==> config.mk <==
export PLATFORM = sky130hd
export DESIGN_NAME = cdb_rr_scheduler
export DESIGN_NICKNAME = d
export VERILOG_FILES = /design/src/rtl/tomasulo_pkg.sv /design/src/rtl/cdb_rr_scheduler_picker.sv /design/src/rtl/cdb_rr_scheduler.sv
export SDC_FILE = /design/constraint.sdc
export NUM_CORES = 1
export LEC_CHECK = 0
export CAP_MARGIN = 20
export CORE_MARGIN = 4
export CORE_UTILIZATION = 40
export DETAILED_ROUTE_END_ITERATION = 8
export GPL_TIMING_DRIVEN = 0
export PLACE_DENSITY = 0.89
export SYNTH_ARGS = -nofsm -noshare
export SYNTH_HDL_FRONTEND = slang
export SYNTH_SLANG_ARGS = --single-unit
==> constraint.sdc <==
create_clock -name Clock -period 4.7 [get_ports Clock]
set_clock_uncertainty 0.2 [all_clocks]
set_input_delay 1.41 -clock Clock [delete_from_list [all_inputs] [get_ports Clock]]
set_output_delay 1.41 -clock Clock [all_outputs]
set_load 0.01 [all_outputs]
==> src/rtl/tomasulo_pkg.sv <==
// rtl/tomasulo_pkg.sv - shared Tomasulo core constants and CDB scheduler types
package tomasulo_pkg;

    localparam int DEFAULT_TAG_W  = 4;
    localparam int DEFAULT_DATA_W = 16;

    // Data value driven on the bus whenever no valid result is broadcast
    localparam logic [15:0] SEM_VALOR = 16'hFFF0;

    localparam logic [DEFAULT_TAG_W-1:0] FREE_REGISTER    = 4'd0;
    localparam logic [DEFAULT_TAG_W-1:0] RES_STATION_ADD1 = 4'd1;
    localparam logic [DEFAULT_TAG_W-1:0] RES_STATION_ADD2 = 4'd2;
    localparam logic [DEFAULT_TAG_W-1:0] RES_STATION_ADD3 = 4'd3;
    localparam logic [DEFAULT_TAG_W-1:0] RES_STATION_ADD4 = 4'd4;

    typedef enum logic {
        CDB_IDLE  = 1'b0,
        CDB_BCAST = 1'b1
    } cdb_state_t;

endpackage

==> src/rtl/cdb_rr_scheduler_picker.sv <==
// rtl/cdb_rr_scheduler_picker.sv - combinational round-robin find-first from a start pointer
module rr_picker #(
    parameter int N     = 4,
    parameter int PTR_W = 2
) (
    input  logic [N-1:0]     eligible,
    input  logic [PTR_W-1:0] ptr,
    output logic             hit,
    output logic [PTR_W-1:0] w
);

    localparam logic [PTR_W:0] N_W = (PTR_W+1)'(N);

    logic [2*N-1:0]   doubled;
    logic [N-1:0]     rotated;
    logic [PTR_W-1:0] offset;
    logic [PTR_W:0]   sum;

    // Rotate so ptr lands at bit 0, take the lowest set bit, then rotate the index back
    always_comb begin
        doubled = {eligible, eligible};
        rotated = doubled[ptr +: N];
        hit     = 1'b0;
        offset  = '0;
        for (int i = N - 1; i >= 0; i--) begin
            if (rotated[i]) begin
                hit    = 1'b1;
                offset = PTR_W'(i);
            end
        end
        sum = {1'b0, ptr} + {1'b0, offset};
        if (sum >= N_W) begin
            sum = sum - N_W;
        end
        w = sum[PTR_W-1:0];
    end

endmodule

==> src/rtl/cdb_rr_scheduler.sv <==
// rtl/cdb_rr_scheduler.sv - round-robin arbiter granting the common data bus to one unit per cycle
module cdb_rr_scheduler
    import tomasulo_pkg::*;
#(
    parameter int NUM_UF = 4,
    parameter int DATA_W = DEFAULT_DATA_W,
    parameter int TAG_W  = DEFAULT_TAG_W
) (
    input  logic                     Clock,
    input  logic                     Reset,
    input  logic                     Flush,
    input  logic [NUM_UF-1:0]        Req,
    input  logic [NUM_UF*TAG_W-1:0]  Req_tag,
    input  logic [NUM_UF*DATA_W-1:0] Req_data,
    output logic [NUM_UF-1:0]        Grant,
    output logic                     Cdb_valid,
    output logic [TAG_W-1:0]         Cdb_tag,
    output logic [DATA_W-1:0]        Cdb_data,
    output logic [2:0]               Cdb_src,
    output logic                     Err_tag,
    output logic [15:0]              Bcast_count
);

    localparam int PTR_W = $clog2(NUM_UF);
    localparam logic [DATA_W-1:0] IDLE_DATA = DATA_W'(SEM_VALOR);
    localparam logic [NUM_UF-1:0] ONE_HOT0  = NUM_UF'(1);

    cdb_state_t        state;
    logic [PTR_W-1:0]  ptr;
    logic [PTR_W-1:0]  w;
    logic [PTR_W-1:0]  ptr_next;
    logic              hit;
    logic [NUM_UF-1:0] eligible;
    logic [TAG_W-1:0]  win_tag;
    logic [DATA_W-1:0] win_data;

    // The unit holding the bus this cycle is masked so a held Req cannot win twice
    assign eligible = Req & ~Grant;
    assign win_tag  = Req_tag[w*TAG_W +: TAG_W];
    assign win_data = Req_data[w*DATA_W +: DATA_W];
    assign ptr_next = (w == PTR_W'(NUM_UF - 1)) ? '0 : w + 1'b1;
    assign Cdb_valid = (state == CDB_BCAST);

    rr_picker #(
        .N     (NUM_UF),
        .PTR_W (PTR_W)
    ) u_picker (
        .eligible (eligible),
        .ptr      (ptr),
        .hit      (hit),
        .w        (w)
    );

    always_ff @(posedge Clock or posedge Reset) begin
        if (Reset) begin
            state       <= CDB_IDLE;
            ptr         <= '0;
            Grant       <= '0;
            Cdb_tag     <= '0;
            Cdb_data    <= IDLE_DATA;
            Cdb_src     <= '0;
            Err_tag     <= 1'b0;
            Bcast_count <= '0;
        end else if (Flush) begin
            state    <= CDB_IDLE;
            ptr      <= '0;
            Grant    <= '0;
            Cdb_tag  <= '0;
            Cdb_data <= IDLE_DATA;
        end else if (hit) begin
            Grant   <= ONE_HOT0 << w;
            Cdb_tag <= win_tag;
            Cdb_src <= 3'(w);
            ptr     <= ptr_next;
            if (win_tag != TAG_W'(FREE_REGISTER)) begin
                state       <= CDB_BCAST;
                Cdb_data    <= win_data;
                Bcast_count <= Bcast_count + 16'd1;
            end else begin
                // Tag-zero results drain the unit but never reach consumers
                state    <= CDB_IDLE;
                Cdb_data <= IDLE_DATA;
                Err_tag  <= 1'b1;
            end
        end else begin
            state    <= CDB_IDLE;
            Grant    <= '0;
            Cdb_tag  <= '0;
            Cdb_data <= IDLE_DATA;
        end
    end

endmodule
[Yosys cells after proc, flatten, opt, wreduce, memory -nomap -nowiden]
Index checks and enable logic that the tools add are counted.
Word-level totals
  bits of input ports: 87
  register bits: 46
Operators by class
  bitwise gates (word level): 4
  order comparisons: 1
  add/sub/neg operators: 4
  shift-type cells: 4
  equal/unequal tests: 1
  reduce and logical (&&, ||, !) cells: 5
  muxes and demuxes: 22
Operators by type and width (number)
  variable part select 64 x 7 -> 16 bit: 1
  2-to-1 mux 16 bit: 3
  adder 16 x 1 -> 16 bit, second input constant: 1
  2-to-1 mux 2 bit: 8
  2-to-1 mux 4 bit: 4
  variable part select 16 x 5 -> 4 bit: 1
  variable part select 8 x 3 -> 4 bit: 1
  2-to-1 mux 1 bit: 7
  AND reduction 3 bit: 2
  bitwise AND 4 bit: 1
  NOT 4 bit: 1
  nonzero test 4 bit: 1
  left shift 1 x 2 -> 4 bit, first input constant: 1
  adder 2 x 2 -> 3 bit: 1
  greater-or-equal comparator 3 bit, second input constant: 1
  adder 2 x 1 -> 2 bit, second input constant: 1
  equality test 2 bit, second input constant: 1
  NOT 1 bit: 2
  AND reduction 2 bit: 1
  nonzero test 2 bit: 1
  subtractor 2 x 1 -> 2 bit, second input constant: 1

[Longest topological paths before layout]
Gate-level depths: netlist (run 1).
  depth in word-level cells: 15
  mapped depth: 15
  depth with buffers taken out: 12

[Hierarchy]
A second synthesis (run 1) with hierarchy kept.
Unflattened totals
  cells, all modules: 192
  area, all modules: 2503.7 µm²
Modules (own cells, without submodules)
  cdb_rr_scheduler: cells an instance 169, area each 2323.5 µm², sequential area each 1166.1 µm², instances 1
  rr_picker: cells an instance 23, area each 180.2 µm², sequential area each 0.0 µm², instances 1

[Worst setup path before layout (run 1)]
No wires, ideal clock.
  kind: input-to-reg
  from: in Req[0]
  to: reg Cdb_data[0]
  path slack: -33 ps
  setup time: 119 ps
  required time: 4381 ps
  arrival: 4414 ps
  stages on the path: 11
  buffers on the path: 3
  path through: nor3b_1 > a21oi_1 > o21ai_0 > a221o_1 > o21ai_0 > ha_1 > clkbuf_1 > clkbuf_1 > clkbuf_1 > mux4_2 > and2_1
Between the ends
  cells in the longest elaborated chain, start to end: 14
Ends and longest elaborated chain
  start: declaration: RTL line cdb_rr_scheduler.sv:12  | input logic [NUM_UF-1:0] Req,
  bitwise AND 4 bit *: RTL line cdb_rr_scheduler.sv:38  | assign eligible = Req & ~Grant;
  variable part select 8 x 3 -> 4 bit *: RTL line cdb_rr_scheduler_picker.sv:22  | rotated = doubled[ptr +: N];
  2-to-1 mux 2 bit (3 in a row): RTL line cdb_rr_scheduler_picker.sv:26  | if (rotated[i]) begin
  2-to-1 mux 2 bit *: RTL line cdb_rr_scheduler_picker.sv:26
  adder 2 x 2 -> 3 bit *: RTL line cdb_rr_scheduler_picker.sv:31  | sum = {1'b0, ptr} + {1'b0, offset};
  greater-or-equal comparator 3 bit / subtractor 2 x 1 -> 2 bit (equally long branches): RTL line cdb_rr_scheduler_picker.sv:32, cdb_rr_scheduler_picker.sv:33
  2-to-1 mux 2 bit *: RTL line cdb_rr_scheduler_picker.sv:32  | if (sum >= N_W) begin
  via u_picker.sum[0]: RTL line cdb_rr_scheduler_picker.sv:17  | logic [PTR_W:0] sum;
  variable part select 16 x 5 -> 4 bit: RTL line cdb_rr_scheduler.sv:39  | assign win_tag = Req_tag[w*TAG_W +: TAG_W];
  nonzero test 4 bit: RTL line cdb_rr_scheduler.sv:75  | if (win_tag != TAG_W'(FREE_REGISTER)) begin
  2-to-1 mux 16 bit *: RTL line cdb_rr_scheduler.sv:75
  2-to-1 mux 16 bit *: RTL line cdb_rr_scheduler.sv:70  | end else if (hit) begin
  2-to-1 mux 16 bit *: RTL line cdb_rr_scheduler.sv:64  | end else if (Flush) begin
  end signal: assignment: RTL line cdb_rr_scheduler.sv:77  | Cdb_data <= win_data;
  end: declaration: RTL line cdb_rr_scheduler.sv:18  | output logic [DATA_W-1:0] Cdb_data,
Mark *: on every way through the listed nets, which the timed path passes. The rest lies on a longest branch.
A chain may end at the register's enable or synchronous reset.

[Final worst setup path (run 1)]
  from: in Req[3]
  to: reg Bcast_count[7]
Between the ends
  cells in the longest elaborated chain, start to end: 12
Ends and longest elaborated chain
  bitwise AND 4 bit *: RTL line cdb_rr_scheduler.sv:38
  variable part select 8 x 3 -> 4 bit *: RTL line cdb_rr_scheduler_picker.sv:22
  2-to-1 mux 2 bit (3 in a row): RTL line cdb_rr_scheduler_picker.sv:26
  2-to-1 mux 2 bit *: RTL line cdb_rr_scheduler_picker.sv:26
  adder 2 x 2 -> 3 bit *: RTL line cdb_rr_scheduler_picker.sv:31
  greater-or-equal comparator 3 bit / subtractor 2 x 1 -> 2 bit (equally long branches): RTL line cdb_rr_scheduler_picker.sv:32, cdb_rr_scheduler_picker.sv:33
  2-to-1 mux 2 bit *: RTL line cdb_rr_scheduler_picker.sv:32
  via u_picker.sum[0]: RTL line cdb_rr_scheduler_picker.sv:17
  variable part select 16 x 5 -> 4 bit *: RTL line cdb_rr_scheduler.sv:39
  nonzero test 4 bit *: RTL line cdb_rr_scheduler.sv:75
  AND reduction 3 bit (no line) *
  end signal: assignment: RTL line cdb_rr_scheduler.sv:78  | Bcast_count <= Bcast_count + 16'd1;
  end: declaration: RTL line cdb_rr_scheduler.sv:21  | output logic [15:0] Bcast_count
Marks and branches as above.

==> results of run 1 <==
-- cell families (layout without fill, tap and decap cells) --
kind of cell	Yosys count	in the layout	synth area share (%)
buffers and inverters	15	156	3.22
xor gates and xnor gates	16	16	6.29
muxes	25	25	20.0
and+or+nand+nor	70	70	17.3
adders and majority gates	7	7	3.52
AOI/OAI and AO/OA	9	9	3.42
DFF	46	46	46.2
other	1	1	0.148
-- sequential cells by signal, indices dropped and copies added, names as in the netlist --
signal       flops
Grant            4
Cdb_tag          4
Cdb_valid        1
Cdb_src          2
Bcast_count     16
ptr              2
Err_tag          1
Cdb_data        16
-- layout make-up --
| type | count | area (um^2) |
|---|---|---|
| timing repair buffer | 134 | 1340 |
| buffer | 9 | 65.1 |
| fill | 448 | 1940 |
| tap | 75 | 93.8 |
| clock inverter | 3 | 40.0 |
| inverter | 5 | 18.8 |
| sequential | 46 | 1170 |
| multi-input combinational | 128 | 1290 |
| clock buffer | 5 | 68.8 |
-- synth_stat cells, types with 2 or more instances --
master    instances
nand2_1          11
buf_6             2
clkbuf_1          4
buf_2             2
o21ai_0           2
nor4_2            4
nor4_1            2
a21oi_1           2
mux2_2            3
inv_1             4
nor3_2            3
and2_1           12
xnor2_1           4
ha_1              6
mux4_2           20
dfstp_2          12
dfrtp_1          34
nor2_1            8
or3_1             2
nor2b_1           5
nand3_1           5
nand4_1           2
mux2i_1           2
nand2b_1         13
buf_4             2
xor2_1           11
-- metrics by stage --
| stage | cells | hold WS, ns | setup slack [ns] | setup TNS [ns] |
|---|---|---|---|---|
| after floorplan | 189 | 0.293 | 0.168 | 0 |
| after global placement | 394 | 0.256 | -0.724 | -15.60 |
| after detailed placement | 395 | 0.263 | -0.869 | -20.60 |
| after CTS | 402 | 0.278 | 0.0213 | 0 |
| after global routing | 405 | 0.310 | -0.00628 | -0.0120 |
| final | 405 | 0.272 | 0.131 | 0 |
-- timing repair --
action                     in CTS  in global routing
setup buffers                   0                  3
pin swaps                       0                  1
setup endpoints to repair      38                 23
resized for setup               3                  4
-- worst max-delay path by stage --
stage,end,slack [ns],cells past startpoint
2_1_floorplan,Cdb_data[0]$_DFF_PP0_,0.17,11
3_3_place_gp,Cdb_data[0]$_DFF_PP0_,-0.72,12
3_5_place_dp,Cdb_data[0]$_DFF_PP0_,-0.87,12
4_1_cts,Bcast_count[2]$_DFFE_PP0P_,0.02,13
5_1_grt,Cdb_data[3]$_DFF_PP0_,-0.006,11
6_report,Bcast_count[7]$_DFFE_PP0P_,0.13,12
-- report_power, final --
group	switching (mW)	internal (mW)	total, mW	leakage (nW)
clock network	0.131	0.157	0.288	0.0579
registers	0.0914	0.560	0.652	0.555
logic	0.636	0.850	1.49	1.05
-- per-layer routing --
layer	vias up	track usage, %	share of wire, %
li1	954	-	-
met1	967	20.2	37
met2	74	34.3	55
met3	2	4.82	7.3
met4	0	2.51	0.29
met5	-	0	0
-- worst max-delay path: stages --
cell and delay, ns:
clkdlybuf4s50_1 0.44, nor2b_1 0.22, mux2_2 0.19, o21ai_0 0.08
a221o_1 0.31, o21ai_0 0.10, ha_2 0.30, mux4_2 0.58
o41ai_4 0.47, buf_6 0.22, nor4_2 0.06, xor2_1 0.15
==> results by group, run 1 <==
Worst hold path
  – HP Class: reg -> reg
  – Hold Path Origin: Bcast_count[15]$_DFFE_PP0P_
  – Min-Delay Endpoint: Bcast_count[15]$_DFFE_PP0P_
  – Worst Hold Path Cells: 1

Setup path
  – Worst R2R Setup Slack: 1.18 ns
  – Required time of the critical path: 4.67 ns
  – Worst Setup SP: Req[3]
  – CP Launch Type: primary input
  – CP Max Fanout: 10
  – Worst Setup Path Type: in -> reg
  – RR Startpoint: ptr[0]$_DFFE_PP0P_
  – Critical path arrival: 4.54 ns
  – Setup crit end kind: flip-flop
  – Worst flop-to-flop path endpoint: Bcast_count[7]$_DFFE_PP0P_
  – Worst R2R Path Depth: 12

Yosys
  – Top cells by area, synth: dfrtp_1 34%, mux4_2 18%, dfstp_2 12%
  – Yosys top cell area share: 33.7%
  – Distinct cells, synth: 38
  – Warnings from Yosys: 0
  – Number of flops mapped to enable cells by yosys: 0
  – Async SR Flop Fraction: 100%
  – Syn Std Cell Area: 2530 um^2
  – Net Count, Synth: 282
  – Seq cells post-synth: 46
  – Register area share after synthesis: 46.2%
  – Synth Flop Type: dfrtp_1
  – Post-Syn Instances: 189
  – Top cell type by total area after synthesis: dfrtp_1
  – Mapped Avg Cell Area: 13.4 um^2

Route
  – Avg WL per Cell: 16.4 um
  – Iteration-0 DRC Markers: 34
  – Final ANT Viol Nets: 0
  – DRT Pass-1 Iters: 4
  – # DRC: 0
  – Routed vias/inst: 4.93
  – Final wirelength: 6640 um
  – DR vias: 1,997

STA
  – Fmax: 219 MHz
  – Max-slew violations: 0
  – Min Tclk post-route: 4.57 ns
  – Relative slew margins: 66.2%
  – Final Setup Violations: 0
  – Fin crit share: 97.2%
  – Worst-margin pin slew: 0.506 ns
  – Final hold violations: 0

Floorplan
  – Core ar.: 6030 um^2
  – Num ports: 132
  – Die area: 7650 um^2
  – Die Height: 87.5 um
  – Die width: 87.5 um
  – # rows: 28
  – Starting density of the core: 41.9%

Place
  – Placed Area: 3940 um^2
  – RePlAce Congestion: 0.776
  – PortBufs: 130
  – DP Wirelength: 5590 um

Clock tree
  – CTS tree: done
  – Sink Count: 46
  – CTS H-tree lvls: 2
  – Worst-path clk slew: 0.09 ns
  – CTS root buf: clkbuf_8
  – Clk Latency, worst-skew pair: 0.29 ns
  – CTS Hold Bufs: 0
  – CTS buffer count: 5
  – Maximum buffer depth of the clock tree: 2

Final layout
  – Fin util: 67.8%
  – Ratio of cells with drive above 1 in the final layout: 22.1%
  – Fin nets: 422
  – Final instance area: 4090 um^2
  – Commonest non-fill, non-tap cell in the layout: clkdlybuf4s50_1
  – Area delta synth->final: 61.7%
  – Number of diodes: 0
  – Most frequent cells in the layout: 130 x clkdlybuf4s50_1, 34 x dfrtp_1, 20 x mux4_2

Global routing
  – First-pass GRT wire length: 10,600 um
  – Initial antenna violation count: 0
  – Vias in the first global route: 2,279
  – Largest net degree at the start of global routing: 32
  – All-Layer GR Usage: 18.0%
  – Grt ovf: 0

Run status
  – Outcome: complete, no violations

Power
  – Total power divided by cell area: 594 nW/um^2
  – LEAKAGE: 1.67 nW
  – Total power draw: 2.43 mW
  – Worst vdd ir: 0.398 mV

Job
  – Max-cap violations: 0
No activity file was read; power rests on OpenSTA's default activity.
==> run 2: changes to the inputs <==
GPL_TIMING_DRIVEN = not set   (was 0)
==> results by group, run 2 (synthesis gave the netlist of run 1 again) <==
Run status
  – Outcome: complete, no violations

Route
  – Avg WL per Cell: 17.1 um (+4.4%)
  – Final ANT Viol Nets: 0 (unchanged)
  – Final wirelength: 7050 um (+6.2%)
  – Routed vias/inst: 5.03 (+2.0%)
  – DR vias: 2,073 (+3.8%)
  – Iteration-0 DRC Markers: 47 (+38%)
  – # DRC: 0 (unchanged)
  – DRT Pass-1 Iters: 4 (unchanged)

Power
  – Total power divided by cell area: 592 nW/um^2 (-0.25%)
  – Sw frac: 35.6% (+0.14 points)
  – Internal power: 1.59 mW (+1.4%)
  – Switching pwr: 877 uW (+2.0%)
  – Total power draw: 2.46 mW (+1.6%)
  – Worst vdd ir: 0.474 mV (+19%)
  – Sequential power share: 27.2% (+0.3 points)
  – Clock power share: 10.0% (-1.9 points)
  – LEAKAGE: 1.72 nW (+3.2%)
  – Combinational cell fraction of total power: 62.8% (+1.5 points)

Global routing
  – Vias in the first global route: 2,288 (+0.39%)
  – All-Layer GR Usage: 18.7% (+0.76 points)
  – Initial antenna violation count: 0 (unchanged)
  – Largest net degree at the start of global routing: 47 (+47%)
  – First-pass GRT wire length: 11,100 um (+4.6%)
  – Grt ovf: 0 (unchanged)

Floorplan
  – # rows: 28 (unchanged)
  – Num ports: 132 (unchanged)
  – Starting density of the core: 41.9% (unchanged)
  – Die width: 87.5 um (unchanged)
  – Die area: 7650 um^2 (unchanged)
  – Core ar.: 6030 um^2 (unchanged)
  – Die Height: 87.5 um (unchanged)

Setup path
  – Sum of buffers and inverters on the critical path: 3 (+1)
  – Worst flop-to-flop path endpoint: Bcast_count[13]$_DFFE_PP0P_
  – CP Launch Type: primary input
  – Worst R2R Path Depth: 11 (-1)
  – Setup crit end kind: flip-flop
  – Crit path largest cell delay: 0.52 ns (-0.06 ns)
  – Required time of the critical path: 4.66 ns (about the same)
  – Delay-heaviest family, CP: compound AO/OA/AOI/OAI gates
  – CP Max Fanout: 5 (-5)
  – Cell mode on critical path: buf_4
  – Worst R2R Setup Slack: 1.04 ns (-0.14 ns)
  – Critical path arrival: 4.63 ns (+0.09 ns)
  – Worst path slowest cell: o41ai_4
  – Critical-path cell list: clkdlybuf4s50_1 -> nor2b_2 -> mux2_4 -> nand2_1 -> a221o_1 -> o21ai_1 -> ha_2 -> buf_4 -> mux4_2 -> o41ai_4 -> buf_4 -> nor4_2 -> xor2_1
  – Worst Setup Path Type: in -> reg
  – RR Startpoint: ptr[0]$_DFFE_PP0P_

STA
  – Final hold violations: 0 (unchanged)
  – Min Tclk post-route: 4.67 ns (+0.0988 ns)
  – Max-slew violations: 0 (unchanged)
  – Fmax: 214 MHz (-2.1%)
  – Fin crit share: 99.3% (+2.1 points)
  – Final Setup Violations: 0 (unchanged)

Place
  – Dpl cells: 400 (+1.3%)
  – PortBufs: 130 (unchanged)
  – RePlAce Congestion: 0.803 (+3.5%)
  – DP Wirelength: 5680 um (+1.7%)

Job
  – Max-cap violations: 0 (unchanged)

Final layout
  – Top flop regs: Bcast_count (16), Cdb_data (16)
  – Register area: 1170 um^2 (unchanged)
  – Commonest non-fill, non-tap cell in the layout: clkdlybuf4s50_1
  – Fin util: 69.1% (+1.3 points)
  – Area delta synth->final: 64.7%
  – Number of diodes: 0 (unchanged)
  – Most frequent cells in the layout: 129 x clkdlybuf4s50_1, 34 x dfrtp_1, 20 x mux4_2
  – Fillers: 439 (-2.0%)
  – Area of the multi-input gates: 1320 um^2 (+2.4%)
  – Ratio of cells with drive above 1 in the final layout: 24.6% (+2.5 points)
  – Fin nets: 429 (+1.7%)
  – Non-filler cells, final: 412 (+1.7%)

Clock tree
  – CTS root buf: clkbuf_8
  – CTS tree: done
  – Maximum buffer depth of the clock tree: 2 (unchanged)
  – Sink Count: 46 (unchanged)
  – Clk Latency, worst-skew pair: 0.29 ns (about the same)
  – CTS buffer count: 5 (unchanged)
  – Worst-path clk slew: 0.08 ns (about the same)
  – CTS H-tree lvls: 2 (unchanged)
  – CTS Hold Bufs: 0 (unchanged)

Worst hold path
  – Min-Delay Endpoint: Err_tag$_DFFE_PP0P_
  – Hold Path Origin: Err_tag$_DFFE_PP0P_
  – Worst Hold Path Cells: 1 (unchanged)
  – HP Class: reg -> reg
==> run 2: changes by cell type in the layout (fill, tap and decap cells not counted), moves of 2 or more <==
| cell | change |
|---|---|
| buf_2 | -4 |
| buf_4 | +14 |
| o21ai_1 | +2 |
| clkinv_2 | -2 |
| nor2b_1 | -3 |
| nor2b_4 | +2 |
| o21ai_0 | -2 |
| buf_6 | -2 |
==> run 2: routing by layer <==
metal / up-vias / track usage (%) / share of wire, %
met5: - / 0 / 0
li1: 965 / - / -
met1: 1016 / 19.2 / 33
met3: 8 / 6.24 / 8.4
met4: 0 / 4.88 / 1.0
met2: 84 / 35.9 / 57
==> run 2: worst max path at each step <==
stage | depth (start not counted) | endpoint | startpoint | slack, ns
after CTS | 12 | Bcast_count[9]$_DFFE_PP0P_ | Req[0] | 0.05
after floorplan | 11 | Cdb_data[0]$_DFF_PP0_ | Req[0] | 0.17
after global routing | 13 | Bcast_count[5]$_DFFE_PP0P_ | Req[2] | -0.04
final | 13 | Bcast_count[13]$_DFFE_PP0P_ | Req[2] | 0.03
after global placement | 12 | Bcast_count[9]$_DFFE_PP0P_ | Req[0] | -0.09
after detailed placement | 12 | Bcast_count[9]$_DFFE_PP0P_ | Req[0] | -0.24
==> run 2: power by group through the flow <==
stage / logic (mW) / registers (mW) / clock network (mW)
2_1_floorplan: 0.895 / 0.713 / 0
3_3_place_gp: 1.46 / 0.666 / 0
3_5_place_dp: 1.52 / 0.671 / 0
4_1_cts: 1.52 / 0.666 / 0.248
5_1_grt: 1.69 / 0.690 / 0.266
6_report: 1.55 / 0.671 / 0.245
==> run 2: metrics by stage <==
step	instance area [um^2]	setup slack [ns]	hold WS (ns)	TNS [ns]
after global routing	4160	-0.0394	0.296	-0.198
after global placement	3980	-0.0896	0.245	-0.832
after CTS	4070	0.0511	0.278	0
after detailed placement	3980	-0.243	0.259	-4.12
after floorplan	2530	0.168	0.293	0
final	4160	0.0317	0.272	0
==> run 2: worst reg2reg max path, delay by kind of cell (launching register included) <==
| kind | cells | cell delay [ns] |
|---|---|---|
| AND/OR/NAND/NOR | 1 | 0.05 |
| buffers and inverters | 2 | 0.37 |
| adder cells (fa/ha/maj) | 1 | 0.37 |
| flip-flops | 1 | 0.64 |
| XOR/XNOR | 1 | 0.15 |
| AO/OA/AOI/OAI | 4 | 0.83 |
| multiplexers | 2 | 0.93 |
==> run 2: area by class of cell <==
cell class / count / share of cell area [%]
Inverter: 5 / 0.511
Clock buffer: 8 / 2.16
Tap cell: 75 / 2.25
Timing Repair Buffer: 150 / 35.3
Multi-Input combinational cell: 128 / 31.7
Sequential cell: 46 / 28.0
==> run 2: what timing repair did <==
action,CTS,global route
setup endpoints to repair,0,20
resized for setup,0,19
buffers inserted,0,2
==> run 3: changes to the inputs <==
ABC_CLOCK_PERIOD_IN_PS = 4700   (was not set)
PLACE_DENSITY = not set   (was 0.89)
PLACE_DENSITY_LB_ADDON = 0.1   (was not set)
==> results by group, run 3 (synthesis gave the netlist of run 1 again) <==
Floorplan
  – Core ar.: 6030 um^2 (unchanged)
  – # rows: 28 (unchanged)
  – Num ports: 132 (unchanged)
  – Starting density of the core: 41.9% (unchanged)
  – Die area: 7650 um^2 (unchanged)
  – Die Height: 87.5 um (unchanged)
  – Die width: 87.5 um (unchanged)

Route
  – Avg WL per Cell: 16.8 um (-1.9%)
  – # DRC: 0 (unchanged)
  – DRT Pass-1 Iters: 4 (unchanged)
  – Routed vias/inst: 4.98 (-1.1%)
  – DR vias: 2,076 (+0.14%)
  – Final wirelength: 7000 um (-0.67%)
  – Iteration-0 DRC Markers: 75 (+60%)
  – Final ANT Viol Nets: 0 (unchanged)

Power
  – Total power divided by cell area: 589 nW/um^2 (-0.56%)
  – LEAKAGE: 1.72 nW (about the same)
  – Total power draw: 2.45 mW (-0.44%)
  – Worst vdd ir: 0.383 mV (-19%)

Final layout
  – Number of diodes: 0 (unchanged)
  – Fillers: 471 (+7.3%)
  – Register area: 1170 um^2 (unchanged)
  – Fin nets: 434 (+1.2%)
  – Top flop regs: Bcast_count (16), Cdb_data (16)
  – Non-filler cells, final: 417 (+1.2%)
  – Area of the multi-input gates: 1300 um^2 (-1.5%)
  – Most frequent cells in the layout: 130 x clkdlybuf4s50_1, 34 x dfrtp_1, 23 x buf_4
  – Ratio of cells with drive above 1 in the final layout: 26.0% (+1.4 points)
  – Commonest non-fill, non-tap cell in the layout: clkdlybuf4s50_1
  – Area delta synth->final: 64.9%
  – Final instance area: 4170 um^2 (+0.12%)

Setup path
  – Worst R2R Path Depth: 12 (+1)
  – Setup crit end kind: flip-flop
  – Worst Setup Path Type: in -> reg
  – Critical path depth: 13 (unchanged)
  – Critical-path cell list: clkdlybuf4s50_1 -> nor2b_2 -> mux2_2 -> nand2_1 -> a221o_1 -> o21ai_0 -> ha_2 -> buf_4 -> mux4_2 -> o41ai_4 -> buf_4 -> nor4_1 -> xor2_1
  – Required time of the critical path: 4.67 ns (about the same)
  – CP Max Fanout: 4 (-1)
  – Cell mode on critical path: buf_4
  – Worst R2R Setup Slack: 1.11 ns (+0.07 ns)
  – Worst path slowest cell: mux4_2
  – RR Startpoint: ptr[0]$_DFFE_PP0P_
  – CP Launch Type: primary input
  – Delay-heaviest family, CP: compound AO/OA/AOI/OAI gates
  – Sum of buffers and inverters on the critical path: 3 (unchanged)
  – Crit path largest cell delay: 0.47 ns (-0.05 ns)
  – Worst flop-to-flop path endpoint: Bcast_count[9]$_DFFE_PP0P_
  – Critical path arrival: 4.53 ns (-0.10 ns)

Clock tree
  – CTS root buf: clkbuf_8
  – Maximum buffer depth of the clock tree: 2 (unchanged)
  – CTS buffer count: 5 (unchanged)
  – Clk Latency, worst-skew pair: 0.29 ns (about the same)
  – Sink Count: 46 (unchanged)
  – CTS Hold Bufs: 0 (unchanged)
  – CTS tree: done
  – Worst-path clk slew: 0.09 ns (about the same)
  – CTS H-tree lvls: 2 (unchanged)

Worst hold path
  – HP Class: reg -> reg
  – Min-Delay Endpoint: Bcast_count[15]$_DFFE_PP0P_
  – Worst Hold Path Cells: 1 (unchanged)
  – Hold Path Origin: Bcast_count[15]$_DFFE_PP0P_

Global routing
  – All-Layer GR Usage: 18.5% (-0.26 points)
  – Grt ovf: 0 (unchanged)
  – Initial antenna violation count: 0 (unchanged)
  – First-pass GRT wire length: 10,800 um (-2.3%)
  – Largest net degree at the start of global routing: 47 (unchanged)
  – Vias in the first global route: 2,247 (-1.8%)

STA
  – Final hold violations: 0 (unchanged)
  – Min Tclk post-route: 4.56 ns (-0.110 ns)
  – Setup TNS: 0 ns (unchanged)
  – Final Setup Violations: 0 (unchanged)
  – Fmax: 219 MHz (+2.4%)
  – Fin crit share: 97.0% (-2.3 points)
  – Max-slew violations: 0 (unchanged)

Run status
  – Outcome: complete, no violations

Place
  – Dpl cells: 406 (+1.5%)
  – Placed Area: 4020 um^2 (+1.1%)
  – DP Wirelength: 5840 um (+2.8%)
  – RePlAce Congestion: 0.755 (-6.0%)
  – PortBufs: 130 (unchanged)

Job
  – Max-cap violations: 0 (unchanged)
[run 3: cell count changes in the layout (fill, tap and decap cells not counted), sizes merged]
cell           delta
buf               +5
clkbuf            -2
clkdlybuf4s50     +1
clkinv            +2
dlymetal6s2s      -1
[run 3: repair_timing]
| action | in CTS | in global routing |
|---|---|---|
| resized for setup | 0 | 9 |
| buffers inserted | 0 | 2 |
| endpoints found under the hold margin | 0 | 0 |
| endpoints found under the setup margin | 0 | 31 |
[run 3: per-layer routing]
layer  share of wire (%)  track usage (%)  wire length, um
met1                  37             21.9             2600
met2                  54             32.2             3760
met3                 7.8             5.87              544
met4                 1.4             4.88               95
met5                   0                0                0
[run 3: worst max-delay path by stage]
stage | from | endpoint | slack (ns)
floorplan | Req[0] | Cdb_data[0]$_DFF_PP0_ | 0.17
CTS | Req[0] | Bcast_count[5]$_DFFE_PP0P_ | 0.10
global placement | Req[0] | Bcast_count[4]$_DFFE_PP0P_ | -0.10
detailed placement | Req[0] | Bcast_count[5]$_DFFE_PP0P_ | -0.18
finish | Req[1] | Bcast_count[9]$_DFFE_PP0P_ | 0.14
global route | Req[0] | Bcast_count[9]$_DFFE_PP0P_ | -0.06
[run 3: power breakdown]
part / switching [mW] / internal [mW] / leakage (nW) / total [mW]
Clock: 0.131 / 0.103 / 0.0450 / 0.234
Sequential: 0.102 / 0.560 / 0.555 / 0.662
Combinational: 0.625 / 0.934 / 1.12 / 1.56
Total: 0.857 / 1.60 / 1.72 / 2.45
[run 3: area by class of cell]
| cell class | count | area share (%) |
|---|---|---|
| well taps | 75 | 2.25 |
| flip-flops and latches | 46 | 28.0 |
| repair buffers | 155 | 36.1 |
| clock buffers | 6 | 1.74 |
| multi-input cells | 128 | 31.2 |
| inverters | 5 | 0.450 |
| clock inverters | 2 | 0.240 |
[run 3: metrics by stage]
stage | hold slack [ns] | setup slack (ns) | utilization (%)
global placement | 0.258 | -0.105 | 66.8
CTS | 0.275 | 0.104 | 68.1
floorplan | 0.293 | 0.168 | -
finish | 0.269 | 0.141 | 69.1
global route | 0.302 | -0.0606 | 69.1
detailed placement | 0.263 | -0.182 | 66.8
